<file path="config.mk">
export PLATFORM = sky130hd
export DESIGN_NAME = divisor_datapath
export DESIGN_NICKNAME = d
export VERILOG_FILES = /design/src/rtl/divisor_pkg.sv /design/src/rtl/divisor_datapath_cont_iter.sv /design/src/rtl/divisor_datapath.sv
export SDC_FILE = /design/constraint.sdc
export NUM_CORES = 1
export LEC_CHECK = 0
export CAP_MARGIN = 20
export CORE_MARGIN = 8
export CORE_UTILIZATION = 57
export CTS_BUF_LIST = sky130_fd_sc_hd__clkbuf_16
export DETAILED_ROUTE_END_ITERATION = 10
export GPL_ROUTABILITY_DRIVEN = 0
export PLACE_DENSITY = 0.95
export SLEW_MARGIN = 20
export SYNTH_ARGS = -nofsm -noshare
export SYNTH_HDL_FRONTEND = slang
export SYNTH_SLANG_ARGS = --single-unit
export TNS_END_PERCENT = 50
</file>
<file path="constraint.sdc">
create_clock -name reloj -period 4.5 [get_ports reloj]
set_input_delay 0.9 -clock reloj [delete_from_list [all_inputs] [get_ports reloj]]
set_output_delay 0.9 -clock reloj [all_outputs]
set_load 0.05 [all_outputs]
</file>
<file path="src/rtl/divisor_pkg.sv">
// divisor_pkg: Est bit indices and default widths shared by the divider datapath
// and the controller's microcode generation.
`default_nettype none

package divisor_pkg;
  localparam int EST_W     = 8;
  localparam int EST_IDLE  = 0;
  localparam int EST_LOAD  = 1;
  localparam int EST_CHECK = 2;
  localparam int EST_ERR   = 3;
  localparam int EST_SHIFT = 4;
  localparam int EST_SUB   = 5;
  localparam int EST_DONE  = 6;
  localparam int EST_WAIT  = 7;

  localparam int N_DEF  = 16;
  localparam int CW_DEF = 5;
endpackage

`default_nettype wire

</file>
<file path="src/rtl/divisor_datapath_cont_iter.sv">
// cont_iter: loadable down counter for the divider iterations; saturates at zero.
`default_nettype none

module cont_iter #(
  parameter int            CW       = 5,
  parameter logic [CW-1:0] LOAD_VAL = '0
) (
  input  logic          clk,
  input  logic          rst,
  input  logic          load,
  input  logic          dec,
  output logic [CW-1:0] count,
  output logic          nonzero
);

  logic [CW-1:0] cnt_q, cnt_d;

  always_comb begin
    cnt_d = cnt_q;
    if (load) begin
      cnt_d = LOAD_VAL;
    end else if (dec && (cnt_q != '0)) begin
      cnt_d = cnt_q - CW'(1);
    end
  end

  always_ff @(posedge clk) begin
    if (rst) cnt_q <= '0;
    else     cnt_q <= cnt_d;
  end

  assign count   = cnt_q;
  assign nonzero = (cnt_q != '0);

endmodule

`default_nettype wire

</file>
<file path="src/rtl/divisor_datapath.sv">
// divisor_datapath: restoring shift-subtract divider datapath driven by one-hot
// controller state lines; returns the counter and divisor status conditions.
`default_nettype none

module divisor_datapath
  import divisor_pkg::*;
#(
  parameter int N  = N_DEF,
  parameter int CW = CW_DEF
) (
  input  logic             reloj,
  input  logic             reset,
  input  logic [EST_W-1:0] Est,
  input  logic [N-1:0]     dividendo,
  input  logic [N-1:0]     divisor,
  output logic [N-1:0]     cociente,
  output logic [N-1:0]     residuo,
  output logic             Cont16NoCero,
  output logic             divisorNoCero,
  output logic             listo,
  output logic             error
);

  logic [N-1:0]  q_q, q_d;
  logic [N:0]    r_q, r_d;
  logic [N-1:0]  d_q, d_d;
  logic          listo_q, listo_d;
  logic          error_q, error_d;
  logic          cnt_load, cnt_dec;
  logic [CW-1:0] cnt;
  logic          cnt_nonzero;
  logic          est_valid;
  logic [N:0]    d_ext;
  logic          r_ge_d;
  logic [N:0]    r_diff;

  // A non-one-hot Est freezes every register, including the counter.
  assign est_valid = (Est != '0) && ((Est & (Est - EST_W'(1))) == '0);
  assign d_ext     = {1'b0, d_q};
  assign r_ge_d    = (r_q >= d_ext);
  assign r_diff    = r_q - d_ext;

  always_comb begin
    q_d      = q_q;
    r_d      = r_q;
    d_d      = d_q;
    listo_d  = listo_q;
    error_d  = error_q;
    cnt_load = 1'b0;
    cnt_dec  = 1'b0;
    if (est_valid) begin
      if (Est[EST_LOAD]) begin
        q_d      = dividendo;
        d_d      = divisor;
        r_d      = '0;
        cnt_load = 1'b1;
        listo_d  = 1'b0;
        error_d  = 1'b0;
      end
      if (Est[EST_ERR]) begin
        q_d     = '1;
        r_d     = {1'b0, q_q};
        error_d = 1'b1;
        listo_d = 1'b1;
      end
      if (Est[EST_SHIFT]) begin
        r_d = {r_q[N-1:0], q_q[N-1]};
        q_d = {q_q[N-2:0], 1'b0};
      end
      if (Est[EST_SUB]) begin
        cnt_dec = cnt_nonzero;
        if (r_ge_d) begin
          r_d = r_diff;
          q_d = {q_q[N-1:1], 1'b1};
        end
      end
      if (Est[EST_DONE]) begin
        listo_d = 1'b1;
      end
    end
  end

  always_ff @(posedge reloj) begin
    if (reset) begin
      q_q     <= '0;
      r_q     <= '0;
      d_q     <= '0;
      listo_q <= 1'b0;
      error_q <= 1'b0;
    end else begin
      q_q     <= q_d;
      r_q     <= r_d;
      d_q     <= d_d;
      listo_q <= listo_d;
      error_q <= error_d;
    end
  end

  cont_iter #(
    .CW       (CW),
    .LOAD_VAL (CW'(N))
  ) u_cont_iter (
    .clk     (reloj),
    .rst     (reset),
    .load    (cnt_load),
    .dec     (cnt_dec),
    .count   (cnt),
    .nonzero (cnt_nonzero)
  );

  assign cociente      = q_q;
  assign residuo       = r_q[N-1:0];
  assign Cont16NoCero  = (cnt != '0);
  assign divisorNoCero = (d_q != '0);
  assign listo         = listo_q;
  assign error         = error_q;

endmodule

`default_nettype wire

</file>
Word level (Yosys, flattened, before mapping)

Cells that the tools add are included.

Register bits: 56
Bits of input ports: 42
Output and inout bits: 36
Word-level logic and storage cells: 47

Add/subtract/negate cells: 3
$lt $le $gt $ge: 1
Equal/unequal tests: 1
Multiplexer cells: 19
Bitwise gates (word level): 1
Reduce and logical (&&, ||, !) cells: 14

Operator list:

| cell                                             | number |
|---|---|
| two-way mux 17 bit                               | 5 |
| two-way mux 16 bit                               | 5 |
| greater-or-equal comparator 17 x 16 -> 1 bit     | 1 |
| subtractor 17 x 16 -> 17 bit                     | 1 |
| nonzero test 16 bit                              | 1 |
| two-way mux 5 bit                                | 2 |
| bitwise AND 8 bit                                | 1 |
| zero test 8 bit                                  | 1 |
| AND reduction 2 bit                              | 4 |
| nonzero test 8 bit                               | 1 |
| subtractor 8 x 1 -> 8 bit, second input constant | 1 |
| two-way mux 1 bit                                | 7 |
| nonzero test 5 bit                               | 1 |
| subtractor 5 x 1 -> 5 bit, second input constant | 1 |
| nonzero test 2 bit                               | 2 |
| nonzero test 3 bit                               | 1 |
| logical AND 1 bit                                | 2 |
| inequality test 2 bit, second input constant     | 1 |
| OR reduction 2 bit                               | 1 |

Depth between registers and ports, before layout

Gate-level depths: netlist of the first run.

Depth after elaboration: 8
Depth in mapped cells: 12

Cells and area by module

A second synthesis of the first run with hierarchy kept.

Cells, all modules: 596
Area, all modules: 4,215.3 um^2

Modules (own cells, without submodules):

| module           | instances | cells an instance | area each (um^2) | seq. area each (um^2) |
|---|---|---|---|---|
| divisor_datapath | 1         | 567               | 3,955.0          | 1,021.0 |
| cont_iter        | 1         | 29                | 260.2            | 100.1 |

Worst setup path before layout of the first run

No wires, ideal clock.

Path type: in2reg
Start: in Est[1]
End: reg error_q, in the netlist error
Library setup time: 128 ps
Arrival: 3,003 ps
Setup slack: 1,369 ps
Stages on the path: 9
Buffers on the path: 3
Cells stage by stage: buf_6 > or4_4 > or4b_1 > a221oi_2 > buf_4 > nand2_2 > buf_6 > a22oi_1 > nor2_1

Cells in the longest elaborated chain, start to end: 5

RTL lines:

| what                            | RTL line               | text |
|---|---|---|
| from (decl)                     | divisor_datapath.sv:13 | `input logic [EST_W-1:0] Est,` |
| subtractor 8 x 1 -> 8 bit       | divisor_datapath.sv:38 | `assign est_valid = (Est != '0) && ((Est & (Est - EST_W'(1))) == '0);` |
| bitwise AND 8 bit               | divisor_datapath.sv:38 |  |
| zero test 8 bit                 | divisor_datapath.sv:38 |  |
| logical AND 1 bit               | divisor_datapath.sv:38 |  |
| AND reduction 2 bit (no line) * | --                     |  |
| to (signal assigned)            | divisor_datapath.sv:95 | `error_q <= error_d;` |
| to (decl)                       | divisor_datapath.sv:28 | `logic error_q, error_d;` |

Mark *: on every way between the ends. The rest lies on a longest branch, timed or not.
A chain may end at the register's enable or synchronous reset.

Worst setup path in the final report of the first run

Start: in Est[3]
End: reg q_q[7], in the netlist cociente[7]

Cells in the longest elaborated chain, start to end: 5

RTL lines:

| what                          | RTL line               | text |
|---|---|---|
| subtractor 8 x 1 -> 8 bit     | divisor_datapath.sv:38 |  |
| bitwise AND 8 bit             | divisor_datapath.sv:38 |  |
| zero test 8 bit               | divisor_datapath.sv:38 |  |
| logical AND 1 bit             | divisor_datapath.sv:38 |  |
| AND reduction 2 bit (no line) | --                     |  |
| to (signal assigned)          | divisor_datapath.sv:91 | `q_q <= q_d;` |
| to (decl)                     | divisor_datapath.sv:24 | `logic [N-1:0] q_q, q_d;` |

Several ways; a longest one is shown, not always the timed one. The select of a mux whose other input is x is not followed.

==> flow_summary.yaml, run 1 <==
timing:
  fin_crit_ns: 3.820
  timing.final.crit_share: 0.8489
  hold_viol: 0
  fin_worst_skew_ns: 0.004671
  setup_viol: 0
  post-route-worst-setup-slack_ns: 0.6800
  max_freq_mhz: 261.8
  max_slew.worst_pin.slew_ns: 1.086
  drv_slew: 0
  fin_setup_tns_ns: 0
  rsz0062_at_grt: "no"
  max_slew_margin: 0.2760
drt:
  routed_via_density: 6.140
  ant_nets: 0
  wl_per_cell_um: 16.57
  drt_pre_antenna_iters: 5
  vias: 4175
  drt_wl_total_mm: 11.27
  drc: 0
  drt_iter0_drc: 385
power:
  totalPowerFinal_mw: 1.197
  vdd_drop_max_v: 0.0001879
  p_per_area_mw_per_mm2: 245.5
  p_leak_nw: 1.718
floorplan:
  rows: 31
  io_pins: 78
  initial_core_util: 0.5768
  die_area_mm2: 0.01020
  die_w_um: 101.0
  die_h_um: 101.0
  core_area_mm2: 0.007137
run_status:
  status: "completed"
critical_path:
  critical_path_class: "primary input to flop"
  critPathLaunchType: "primary input"
  r2r_cells: 9
  arrival_ns: 4.04
  path_max_fanout: 30
  reg2reg_slack_ns: 0.96
  cp.required_ns: 4.72
  reg2reg_from: "r_q[8]$_SDFFE_PP0P_"
  worstSetupEndpointType: "flop"
  cp-startpoint: "Est[3]"
synthesis:
  syn-num-nets: 607
  synth_cells: 546
  async_reset_ff_frac: 0
  synth_warnings: 0
  synth.largest_area_cell: "dfxtp_1"
  yosysMostFrequentCell: "nand2_1"
  ys_ff_latch: 56
  synth_top_area_share: 0.2723
  avgSynthCellArea_um2: 7.539
  ys_seq_area_frac: 0.2723
  ys_types: 61
  synth.cells.most_frequent: "76 x nand2_1, 66 x a21oi_1, 56 x dfxtp_1, 39 x inv_1, 36 x nor2_1"
  synth-edff-count: 0
  yosys-top-cells-area: "dfxtp_1 27%, a21oi_1 8.0%, nand2_1 6.9%"
  syn-cell-area_mm2: 0.004116
  synth_ff_type: "dfxtp_1"
clocking:
  clk_pin_slew_worst_paths_ns: 0.08
  clock_sinks: 56
  clk_latency_ns: 0.30
  clk_path_buf_depth: 2
  post-cts-setup-buffer-count: 0
  cts_root_buffer: "clkbuf_16"
  cts_resized: 0
  cts_tree: "done"
  cts_max_level: 2
  cts_buffers: 5
  cts_hold_buffers: 0
final_layout:
  final_area_mm2: 0.004875
  area_delta_synth_final_pct: 18.42
  fillers: 563
  layout.nets: 641
  seq_area_mm2: 0.001121
  multi_input_area_mm2: 0.002530
  diodes: 0
  drive_above_1_share: 0.04475
flow_run:
  cap_violations: 0
min_path:
  hold_depth: 2
  min_from: "d_q[12]$_SDFFE_PP0P_"
  hp-class: "flop to flop"
global_route:
  gr-usage-all-layers: 0.2188
  grt_pass1_wl_mm: 18.36
  antenna_found_initial: 0
  grt_max_degree: 60
  grt_pass1_vias: 3896
  overflow: 0
placement:
  post-place-ws_ns: 0.3785
  dpl_cell_area_mm2: 0.004727
  io_buffers: 77
  hpwl_mm: 8.065
path summary, 6_finish.rpt:
path                         endpoint
min reg2reg      d_q[12]$_SDFFE_PP0P_
max reg2reg       r_q[5]$_SDFFE_PP0P_
min              d_q[12]$_SDFFE_PP0P_
max          cociente[7]$_SDFFE_PP0P_
state kept, by name, indices dropped and copies added (netlist names):
register / count
error: 1
listo: 1
d_q: 16
r_q: 17
cociente: 16
u_cont_iter.count: 5
power breakdown:
group,total (mW),internal [mW],switching (mW)
Sequential,0.509,0.501,0.00814
Combinational,0.282,0.121,0.162
Clock,0.405,0.209,0.196
Total,1.20,0.831,0.366
per-layer routing:
| metal | routed length (um) | global-route usage | share of wire | up-vias |
|---|---|---|---|---|
| met5 | 0 | 0 | 0 | - |
| met4 | 446 | 0.1042 | 0.040 | 0 |
| met3 | 566 | 0.03177 | 0.050 | 37 |
| met2 | 5752 | 0.3928 | 0.51 | 175 |
| met1 | 4503 | 0.2469 | 0.40 | 1968 |
| li1 | - | - | - | 1995 |
metrics by stage:
| step | cells | utilization | hold slack (ns) |
|---|---|---|---|
| floorplan | 546 | - | 0.4395 |
| global placement | 672 | 0.6623 | 0.4476 |
| detailed placement | 672 | 0.6623 | 0.4637 |
| CTS | 680 | 0.6830 | 0.4737 |
| global route | 680 | 0.6830 | 0.4952 |
| finish | 680 | 0.6830 | 0.4737 |
final cells by class:
class | instances | area share
multi-input cells | 395 | 0.5190
flip-flops and latches | 56 | 0.2300
repair buffers | 83 | 0.1653
inverters | 39 | 0.03003
clock buffers | 5 | 0.02567
well taps | 99 | 0.02541
clock inverters | 3 | 0.004620
worst max-delay path, stage by stage:
cell and delay [ns]:
clkdlybuf4s50_1 0.42, or4_4 0.55, or4b_1 0.54, a221oi_4 0.51, nand3_2 0.53, a221o_1 0.46, a21oi_1 0.13
layout by cell type, fill, tap and decap left out, types with 6 or more instances in the layout:
master           netlist  routed
inv_1                 39      39
ha_1                  18      18
a311oi_1               6       6
nor2_1                36      36
nand3_1                8       8
o21ai_0               20      20
a221o_1               15      15
a21oi_1               66      66
clkdlybuf4s50_1        0      75
nand2_1               76      76
dfxtp_1               56      56
mux2i_1               23      23
a211oi_1              14      14
buf_4                 21       6
xnor2_1                8       8
nor4_1                 7       7
nor3b_1               16      16
cells by family (layout without fill, tap and decap cells):
| group | count (synthesis) | after routing | synth area share |
|---|---|---|---|
| AND/OR/NAND/NOR | 179 | 179 | 0.2116 |
| AO/OA/AOI/OAI | 162 | 162 | 0.2575 |
| buffers and inverters | 95 | 130 | 0.1158 |
| multiplexers | 26 | 26 | 0.06413 |
| flip-flops | 56 | 56 | 0.2723 |
| XOR/XNOR | 9 | 9 | 0.01915 |
| adder cells (fa/ha/maj) | 19 | 19 | 0.05958 |
No activity file was read; power rests on OpenSTA's default activity.
==> run 2: changes to the inputs <==
Settings changed: CORE_UTILIZATION 57 to 53, PLACE_DENSITY 0.95 to 0.9.
Clock period 4.5 ns to 3.7 ns, I/O delays scaled along.
==> run 2 against run 1 <==
First-iteration DRC count decreased by 21%. Combinational power rose by 27%. Clock skew is 0.0030 ns higher. Via count rose by 1.3%. Critical endpoint is now error$_SDFFE_PP0P_. Hold slack improved by 0.0038 ns. Critical path type unchanged. Design area rose by 1.7%.
==> flow_summary.yaml, run 2 (same netlist as run 1, synthesis figures left out) <==
placement:
  dpl_cell_area_mm2: 0.004788
  hpwl_mm: 8.276
  io_buffers: 77
power:
  totalPowerFinal_mw: 1.531
  vdd_drop_max_v: 0.0002456
  p_comb_frac: 0.234
  p_sw_frac: 0.2909
  p_per_area_mw_per_mm2: 308.7
  clkPwrFrac: 0.362
  switching_power_mw: 0.4454
  p_leak_nw: 1.756
  p_int_mw: 1.086
  p_seq_frac: 0.405
final_layout:
  final_cell_mix: "76 x nand2_1, 75 x clkdlybuf4s50_1, 66 x a21oi_1, 56 x dfxtp_1, 39 x inv_1"
  final_area_mm2: 0.004960
  drive_above_1_share: 0.05451
  layout.nets: 647
  layout_commonest_cell: "nand2_1"
  area_delta_synth_final_pct: 20.49
  largest_reg_flops: 17
  top_register: "r_q"
  post-route-util: 0.6520
  diodes: 0
min_path:
  hp-class: "flop to flop"
  hold-path-endpoint: "d_q[2]$_SDFFE_PP0P_"
  hold_depth: 2
  min_from: "d_q[2]$_SDFFE_PP0P_"
critical_path:
  arrival_ns: 3.50
  critPathLaunchType: "primary input"
  reg2reg_slack_ns: 0.65
  crit_path_top_delay_cell: "or4_4"
  path_max_fanout: 42
  timing.rr.end: "r_q[14]$_SDFFE_PP0P_"
  cp.required_ns: 3.87
  worstSetupEndpointType: "flop"
  reg2reg_from: "r_q[8]$_SDFFE_PP0P_"
  critical_path_class: "primary input to flop"
  cp_num_buf_inv: 2
  crit_path_max_incr_delay_ns: 0.55
  cp_num_cells: 8
  cp_top_family: "simple AND/OR/NAND/NOR gates"
  r2r_cells: 10
  worstPathCellList: "clkdlybuf4s50_1, or4_4, or4b_1, a221oi_4, buf_12, nand2_2, a22oi_1, nor2_1"
clocking:
  clock_sinks: 56
  cts_buffers: 5
  cts_tree: "done"
  post-cts-setup-buffer-count: 0
  clk_path_buf_depth: 2
  cts_hold_buffers: 0
  cts_max_level: 2
  cts_resized: 0
  clk_pin_slew_worst_paths_ns: 0.07
  cts_root_buffer: "clkbuf_16"
  clk_latency_ns: 0.30
floorplan:
  rows: 32
  die_area_mm2: 0.01084
  die_h_um: 104.1
  core_area_mm2: 0.007607
  io_pins: 78
  initial_core_util: 0.5411
  die_w_um: 104.1
drt:
  drc: 0
  routed_via_density: 6.141
  drt_wl_total_mm: 11.56
  wl_per_cell_um: 16.78
  vias: 4231
  ant_nets: 0
  drt_pre_antenna_iters: 6
  drt_iter0_drc: 304
global_route:
  grt_pass1_vias: 4149
  gr-usage-all-layers: 0.2071
  grt_max_degree: 44
  overflow: 0
  grt_pass1_wl_mm: 19.35
  antenna_found_initial: 0
timing:
  setup_viol: 0
  fin_setup_tns_ns: 0
  rsz0062_at_grt: "no"
  drv_slew: 0
  max_freq_mhz: 299.9
  fin_worst_skew_ns: 0.007714
  timing.final.crit_share: 0.9012
  fin_crit_ns: 3.334
  max_slew.worst_pin.slew_ns: 1.056
  hold_viol: 0
  timing.hold.ws_ns: 0.4775
  max_slew_margin: 0.2933
flow_run:
  cap_violations: 0
run_status:
  status: "completed"
==> run 2: cell count changes in the layout (fill, tap and decap cells not counted) <==
cell / change
buf_12: +1
clkinv_4: -1
bufinv_16: +1
clkinv_2: -1
clkinvlp_4: +1
buf_4: +5
==> run 2: power by group through the flow <==
| stage | Sequential (mW) | Clock (mW) | Combinational [mW] |
|---|---|---|---|
| floorplan | 0.636 | 0 | 0.234 |
| global placement | 0.633 | 0 | 0.338 |
| detailed placement | 0.633 | 0 | 0.346 |
| CTS | 0.619 | 0.554 | 0.353 |
| global route | 0.621 | 0.584 | 0.383 |
| finish | 0.620 | 0.554 | 0.358 |
==> run 2: worst max path at each step <==
| stage | startpoint | endpoint | slack, ns |
|---|---|---|---|
| after floorplan | Est[1] | error$_SDFFE_PP0P_ | 0.73 |
| after global placement | Est[3] | error$_SDFFE_PP0P_ | 0.12 |
| after detailed placement | Est[3] | error$_SDFFE_PP0P_ | 0.09 |
| after CTS | Est[3] | error$_SDFFE_PP0P_ | 0.38 |
| after global routing | Est[3] | error$_SDFFE_PP0P_ | 0.20 |
| final | Est[3] | error$_SDFFE_PP0P_ | 0.37 |
==> run 2: final cells by class <==
type	instances	area, um^2
clock buffers	5	125.1
clock inverters	3	46.29
fillers	645	2648
inverters	39	146.4
multi-input cells	395	2530
flip-flops and latches	56	1121
well taps	102	127.6
repair buffers	89	863.3
==> run 2: layer usage <==
metal  wire [um]  vias to the layer above  GRT usage
li1            -                     2007          -
met1        4434                     2005     0.2284
met2        6089                      184     0.3790
met3         703                       35    0.03841
met4         331                        0    0.08583
met5           0                        -          0
==> run 2: tightest hold or removal path, delay by kind of cell (launching register included) <==
family          cells  cell delay [ns]
flops               1             0.32
compound gates      1             0.05
simple gates        1             0.06
==> run 2: metrics by stage <==
step,instances,setup slack [ns]
2_1_floorplan,546,0.7291
3_3_place_gp,681,0.1200
3_5_place_dp,681,0.08818
4_1_cts,689,0.3840
5_1_grt,689,0.1988
6_report,689,0.3656
